==> src/rtl/update_buckets.sv <==
// update_buckets: one ranking pass of a prefix-doubling suffix sort.
// Walks keys already sorted by (primary, secondary), gives each suffix a dense
// rank, scatters the ranks by suffix index, and reports whether every rank is
// distinct (sort converged) and whether any out-of-range index was seen.
module update_buckets #(
    parameter int STRING_LEN = 8
) (
    input  logic                              clk,
    input  logic                              rst,
    input  logic                              start,
    input  logic [STRING_LEN-1:0][2:0][7:0]   keys_in,
    output logic [STRING_LEN-1:0][7:0]        buckets_out,
    output logic                              busy,
    output logic                              done,
    output logic                              all_distinct,
    output logic                              err
);

    localparam int         IW   = (STRING_LEN > 1) ? $clog2(STRING_LEN) : 1;
    localparam logic [7:0] LEN8 = 8'(STRING_LEN);
    localparam logic [7:0] LAST = 8'(STRING_LEN - 1);

    typedef enum logic [1:0] {IDLE, CAPTURE, RANK, DONE} state_t;

    state_t                          state_q, state_d;
    logic [7:0]                      counter_q;
    logic [7:0]                      rank_q;
    logic [STRING_LEN-1:0][2:0][7:0] keys_q;
    logic [STRING_LEN-1:0][7:0]      buckets_q;
    logic                            alld_q;
    logic                            err_q;

    logic [IW-1:0] cur_pos;
    logic [IW-1:0] prev_pos;
    logic [7:0]    cur_idx;
    logic [15:0]   cur_pair;
    logic [15:0]   prev_pair;
    logic [7:0]    rank_new;

    // State register; reset returns to IDLE even mid-pass.
    always_ff @(posedge clk) begin
        if (rst) state_q <= IDLE;
        else     state_q <= state_d;
    end

    // Next-state logic; start only matters in IDLE and DONE.
    always_comb begin
        state_d = state_q;
        case (state_q)
            IDLE:    if (start) state_d = CAPTURE;
            CAPTURE: state_d = RANK;
            RANK:    if (counter_q == LAST) state_d = DONE;
            DONE:    if (start) state_d = CAPTURE;
            default: state_d = IDLE;
        endcase
    end

    // Rank of the key under the counter: bump when its (primary, secondary)
    // pair differs from the previous key's pair.
    always_comb begin
        cur_pos   = counter_q[IW-1:0];
        prev_pos  = IW'(counter_q - 8'd1);
        cur_idx   = keys_q[cur_pos][2];
        cur_pair  = keys_q[cur_pos][1:0];
        prev_pair = keys_q[prev_pos][1:0];
        if (counter_q == 8'd0)          rank_new = 8'd0;
        else if (cur_pair != prev_pair) rank_new = rank_q + 8'd1;
        else                            rank_new = rank_q;
    end

    // Datapath: key capture, rank walk, scatter writes and pass flags.
    always_ff @(posedge clk) begin
        if (rst) begin
            counter_q <= '0;
            rank_q    <= '0;
            keys_q    <= '0;
            buckets_q <= '0;
            alld_q    <= 1'b0;
            err_q     <= 1'b0;
        end else begin
            case (state_q)
                IDLE, DONE: begin
                    if (start) begin
                        alld_q <= 1'b0;
                        err_q  <= 1'b0;
                    end
                end
                CAPTURE: begin
                    keys_q    <= keys_in;
                    counter_q <= '0;
                    rank_q    <= '0;
                end
                RANK: begin
                    rank_q    <= rank_new;
                    counter_q <= counter_q + 8'd1;
                    // Out-of-range indices are dropped but still consume a rank step.
                    if (cur_idx < LEN8) buckets_q[cur_idx[IW-1:0]] <= rank_new;
                    else                err_q <= 1'b1;
                    if (counter_q == LAST) alld_q <= (rank_new == LAST);
                end
                default: ;
            endcase
        end
    end

    assign buckets_out  = buckets_q;
    assign busy         = (state_q == CAPTURE) || (state_q == RANK);
    assign done         = (state_q == DONE);
    assign all_distinct = alld_q;
    assign err          = err_q;

endmodule
==> config.mk <==
export PLATFORM = sky130hd
export DESIGN_NAME = update_buckets
export DESIGN_NICKNAME = d
export VERILOG_FILES = /design/src/rtl/update_buckets.sv
export SDC_FILE = /design/constraint.sdc
export NUM_CORES = 1
export LEC_CHECK = 0
export CELL_PAD_IN_SITES_DETAIL_PLACEMENT = 1
export CELL_PAD_IN_SITES_GLOBAL_PLACEMENT = 2
export CORE_MARGIN = 1
export CORE_UTILIZATION = 42
export CTS_BUF_LIST = sky130_fd_sc_hd__clkbuf_4
export DETAILED_ROUTE_END_ITERATION = 7
export DONT_BUFFER_PORTS = 1
export MAX_ROUTING_LAYER = met4
export PLACE_DENSITY_LB_ADDON = 0.1
export RECOVER_POWER = 25
export REMOVE_ABC_BUFFERS = 1
export SKIP_LAST_GASP = 1
export SYNTH_ARGS = -nofsm -noshare
export SYNTH_HDL_FRONTEND = slang
export SYNTH_SLANG_ARGS = --single-unit
==> constraint.sdc <==
create_clock -name clk -period 5 [get_ports clk]
set_input_delay 0.5 -clock clk [delete_from_list [all_inputs] [get_ports clk]]
set_output_delay 0.5 -clock clk [all_outputs]
set_load 0.1 [all_outputs]
# Word level (Yosys, flattened, before mapping)

Cells that the tools add are included.

Output and inout port bits: 68
Register bits: 276
Word-level logic and storage cells: 84
Input port bits: 195

Equal/unequal tests: 9
Add/subtract/negate cells: 3
Multiplexer cells: 19
Order comparisons: 5
Reductions and logical operators: 11

Operators with widths:

| cell                                                                         | count |
|---|---|
| 24-bit binary-select mux with 3-bit select                                   | 2 |
| 64-bit bitwise mux                                                           | 1 |
| 8-bit case mux with 2 select lines                                           | 2 |
| 8-bit demux with 3-bit select                                                | 1 |
| 24-bit two-way mux                                                           | 1 |
| 8-bit two-way mux                                                            | 3 |
| 8-bit by 1-bit adder with 8-bit output, second input constant                | 2 |
| 8-bit by 3-bit == test with 1-bit output, second input constant              | 2 |
| 16-bit two-way mux                                                           | 1 |
| 16-bit inequality test                                                       | 1 |
| 3-bit by 4-bit less-than comparator with 1-bit output, second input constant | 3 |
| 8-bit logical NOT                                                            | 1 |
| 8-bit by 4-bit less-than comparator with 1-bit output, second input constant | 1 |
| 2-bit case mux with 3 select lines                                           | 1 |
| 3-bit AND reduction                                                          | 2 |
| 2-bit == test, second input constant                                         | 2 |
| 2-bit two-way mux                                                            | 2 |
| 2-bit inequality test, second input constant                                 | 2 |
| 1-bit case mux with 2 select lines                                           | 2 |
| 2-bit AND reduction                                                          | 2 |
| 2-bit nonzero test                                                           | 2 |
| 3-bit by 1-bit >= comparator with 1-bit output, second input constant        | 1 |
| 1-bit two-way mux                                                            | 3 |
| 3-bit by 1-bit subtractor with 3-bit output, second input constant           | 1 |
| 6 further kinds                                                              | 6 |

# Depth between registers and ports, before layout

Word-level depth: 9
Gate-level depth with buffers: 17
Gate-level depth less buffers: 11

# Worst setup path before layout

OpenSTA, ideal clock, no wires.

Path kind: reg2reg
Start point: register counter_q[1]
End point: register buckets_q (netlist bit buckets_out[12])
Library setup time: 127 ps
Cell stages (with the launch flop): 18
Arrival time: 3,986 ps
Buffers on the path: 6
Path slack: 887 ps
Data required time: 4,873 ps
Path through: dfxtp_1 -> buf_2 -> buf_1 -> buf_2 -> inv_1 -> ha_1 -> buf_2 -> clkbuf_1 -> mux4_2 -> xor2_1 -> o22ai_1 -> nor2_1 -> nor4_1 -> o2111ai_2 -> buf_6 -> nand4_2 -> xor2_2 -> o21ai_1

Cells in the longest elaborated chain, start to end: 7
Elaborated cells between the ends (all ways): 17
Those cells by class: 1 x add/sub; 3 x order compare; 1 x eq/ne; 9 x mux; 3 x reduce/logical

Ends and longest elaborated chain:

| element                                                                                                          | line       | text |
|---|---|---|
| from (decl)                                                                                                      | 26         | `logic [7:0] counter_q;` |
| from (signal assigned)                                                                                           | 95         | `counter_q <= counter_q + 8'd1;` |
| 3-bit by 1-bit subtractor with 3-bit output / 24-bit binary-select mux with 3-bit select (equally long branches) | 62, 63, 64 |  |
| 24-bit binary-select mux with 3-bit select / 24-bit two-way mux (equally long branches)                          | 65, 64     |  |
| 16-bit two-way mux (implied by the code) (tied with other cells)                                                 | 65         | `prev_pair = keys_q[prev_pos][1:0];` |
| 16-bit inequality test / 1-bit logical AND (equally long branches)                                               | 67, 97     |  |
| 8-bit two-way mux, on equally long branches                                                                      | 67, 97     |  |
| 8-bit two-way mux / 8-bit demux with 3-bit select (equally long branches)                                        | 66, 97     |  |
| 64-bit bitwise mux                                                                                               | 97         | `if (cur_idx < LEN8) buckets_q[cur_idx[IW-1:0]] <= rank_new;` |
| to (signal, indexed assignment)                                                                                  | 97         |  |
| to (decl)                                                                                                        | 29         | `logic [STRING_LEN-1:0][7:0] buckets_q;` |

Several ways; a longest one is shown, not always the timed one. The select of a mux whose other input is x is not followed.
A chain may end at the register's enable or synchronous reset.

# Worst setup path after layout

Start point: register counter_q[0]
End point: register buckets_q (netlist bit buckets_out[26])

Same word-level chain as after synthesis.

==> reports/results.ini <==
[global_route]
grt_use_total_pct = 24.9
grt_pass1_vias = 11468
grt_overflow = 0
grt_start_max_net_pins = 245
antenna_found_initial = 6
grt_pass1_wl_um = 63000

[critical_path]
path_max_fanout = 38
critPathSlowestCell = ha_4
arrival_ns = 5.16
crit_path_start_kind = register
crit_required_ns = 5.55
critPathMaxStageDelay_ns = 0.71
critical_path_class = register to register
cp_cell_sequence = inv_1 > ha_4 > mux4_2 > xor2_1 > o22ai_1 > nor2_1 > nor4_1 > o2111ai_2 > and3b_1 > o21ai_1 > o21ai_0
crit_path_end_kind = register

[cts]
clockBufferDepth = 3
tritoncts = yes
clk_latency_ns = 0.71
root_buffer = clkbuf_4
htree_levels = 3
post_cts_buffers = 0
cts_sinks = 276
path_clk_slew_ns = 0.06
numCtsBuffers = 78

[logic_synthesis]
synthCells = 1285
syn_avg_cell_area_um2 = 10.4
synth_area_um2 = 13400
synth_top_area_share_pct = 41.4
synth_cell_types = 55
synth_largest_area_cell = dfxtp_1
ys.flop_type = dfxtp_1
yosys_warnings = 0
ys_top_cells_by_area = dfxtp_1 (41%), mux2i_1 (17%), mux4_2 (13%)
synthTopCellsByCount = dfxtp_1 (276), nor2_1 (227), mux2i_1 (221)
synth_edf_count = 0
yosysSeqAreaShare_pct = 41.4
async_flop_share_pct = 0
ys_ff_latch = 276
yosysMostFrequentCell = dfxtp_1

[sta]
hold_viol_final = 0
skew_ns = 0.0361
rsz0062_at_grt = false
fmax_mhz = 217
tightest_slew_ns = 3.57
finalMaxSlewViolations = 194
max_slew_margin_pct = -138
finalCriticalPeriod_ns = 4.61
setup_viol = 0
setup_tns_ns = 0
fin_crit_sh_pct = 92.2
hold-worst-slack_ns = 0.0702

[power_and_ir_drop]
p_leak_nw = 6.29
power_mw = 7.84
p_per_area_nw_per_um2 = 476
ir_drop_mv = 0.495

[floorplanning]
num_rows = 64
io_pins = 263
initial_core_util_pct = 43.2
dieArea_um2 = 32500
coreArea_um2 = 30900
fp.dieH_um = 180
fp.dieW_um = 180

[run]
maxCapViolations = 2

[drt]
routed_via_density = 5.54
wl_um = 39000
wl_per_cell_um = 20.3
drcViolationCount = 0
firstDrtPassIters = 5
drtAntennaViolNets = 0
drt_iter0_drc = 383
via_count = 10656

[final_layout]
fin_nets = 1669
fin_area_um2 = 16500
area_growth_pct = 23.4
drive_above_1_share_pct = 15.4

[place]
hpwl_um = 23200
place_area_um2 = 13600
place.gp.congestion = 0.773
port_buffers = 0

[worst_hold_path]
hp-class = primary input to register

[run_status]
violations = capacitance limit, slew limit
outcome = complete, but fails checks

## layout by cell type (no fill, tap or decap), types with 24 or more instances in the layout
master and instances:
dfxtp_1 274, nor2_1 227, mux2i_1 221, dlygate4sd3_1 195, clkbuf_4 118, mux4_2 76
nand3b_1 53, xor2_1 51, nand2_1 26, o21ai_0 25, o22ai_1 24
## registers in the layout, indices dropped and copies added (netlist names)
register      flops
keys_q          192
err               1
counter_q         8
rank_q            8
buckets_out      64
all_distinct      1
state_q           2
## timing repair
action	CTS	global route
gates resized for setup	0	0
hold buffers	196	0
hold endpoints to repair	244	0
## power breakdown
part           switching, mW  internal [mW]  leakage [nW]  total, mW
logic                   1.44           1.47          3.45       2.91
registers              0.281           2.55          2.25       2.83
clock network          0.984           1.12         0.596       2.11
total                   2.71           5.14          6.29       7.84
## path summary, 6_finish.rpt
path,from,to,slack (ns),depth (start not counted)
worst max register to register,counter_q[0]$_SDFFE_PP0P_,buckets_out[26]$_SDFFE_PP0P_,0.39,11
worst min register to register,keys_q[40]$_SDFFE_PP0N_,keys_q[40]$_SDFFE_PP0N_,0.49,2
worst max-delay path,counter_q[0]$_SDFFE_PP0P_,buckets_out[26]$_SDFFE_PP0P_,0.39,11
worst min-delay path,rst,buckets_out[15]$_SDFFE_PP0P_,0.07,2
## cell families after synthesis
kind of cell | share of synthesized area, %
adders and majority gates | 0.656
AOI/OAI and AO/OA | 5.88
xor gates and xnor gates | 4.24
buffers and inverters | 3.53
muxes | 29.5
and+or+nand+nor | 14.8
DFF | 41.4
## routing by layer
| layer | vias up | part of all wire (%) | track usage, % |
|---|---|---|---|
| met5 | - | 0 | - |
| met4 | 0 | 1.9 | 7.76 |
| met3 | 62 | 5.3 | 5.64 |
| met2 | 282 | 49 | 41.2 |
| met1 | 5265 | 44 | 30.1 |
| li1 | 5047 | - | - |
## final cells by class
class | count | area (µm²)
clock inverters | 18 | 96.3
clock buffers | 118 | 886
diodes | 6 | 15.0
flip-flops and latches | 276 | 5530
inverters | 8 | 30.0
multi-input cells | 897 | 7370
well taps | 396 | 495
fillers | 3339 | 14400
repair buffers | 206 | 2060
## critical path: cells and delay by family (launching register included)
| kind | cells | cell delay [ns] |
|---|---|---|
| adders and majority gates | 1 | 0.71 |
| AOI/OAI and AO/OA | 4 | 1.42 |
| muxes | 1 | 0.62 |
| DFF | 1 | 0.36 |
| buffers and inverters | 1 | 0.07 |
| and+or+nand+nor | 3 | 1.08 |
| xor gates and xnor gates | 1 | 0.18 |
## per-stage QoR
stage                     instances  util (%)  setup WS, ns
after floorplan                1181         -         -2.90
after global placement         1587      43.8         0.333
after detailed placement       1587      43.8         0.277
after CTS                      1919      53.4         0.265
after global routing           1925      53.3        0.0518
final                          1925      53.3         0.392
Note: power is estimated with default switching activity, not from simulation.
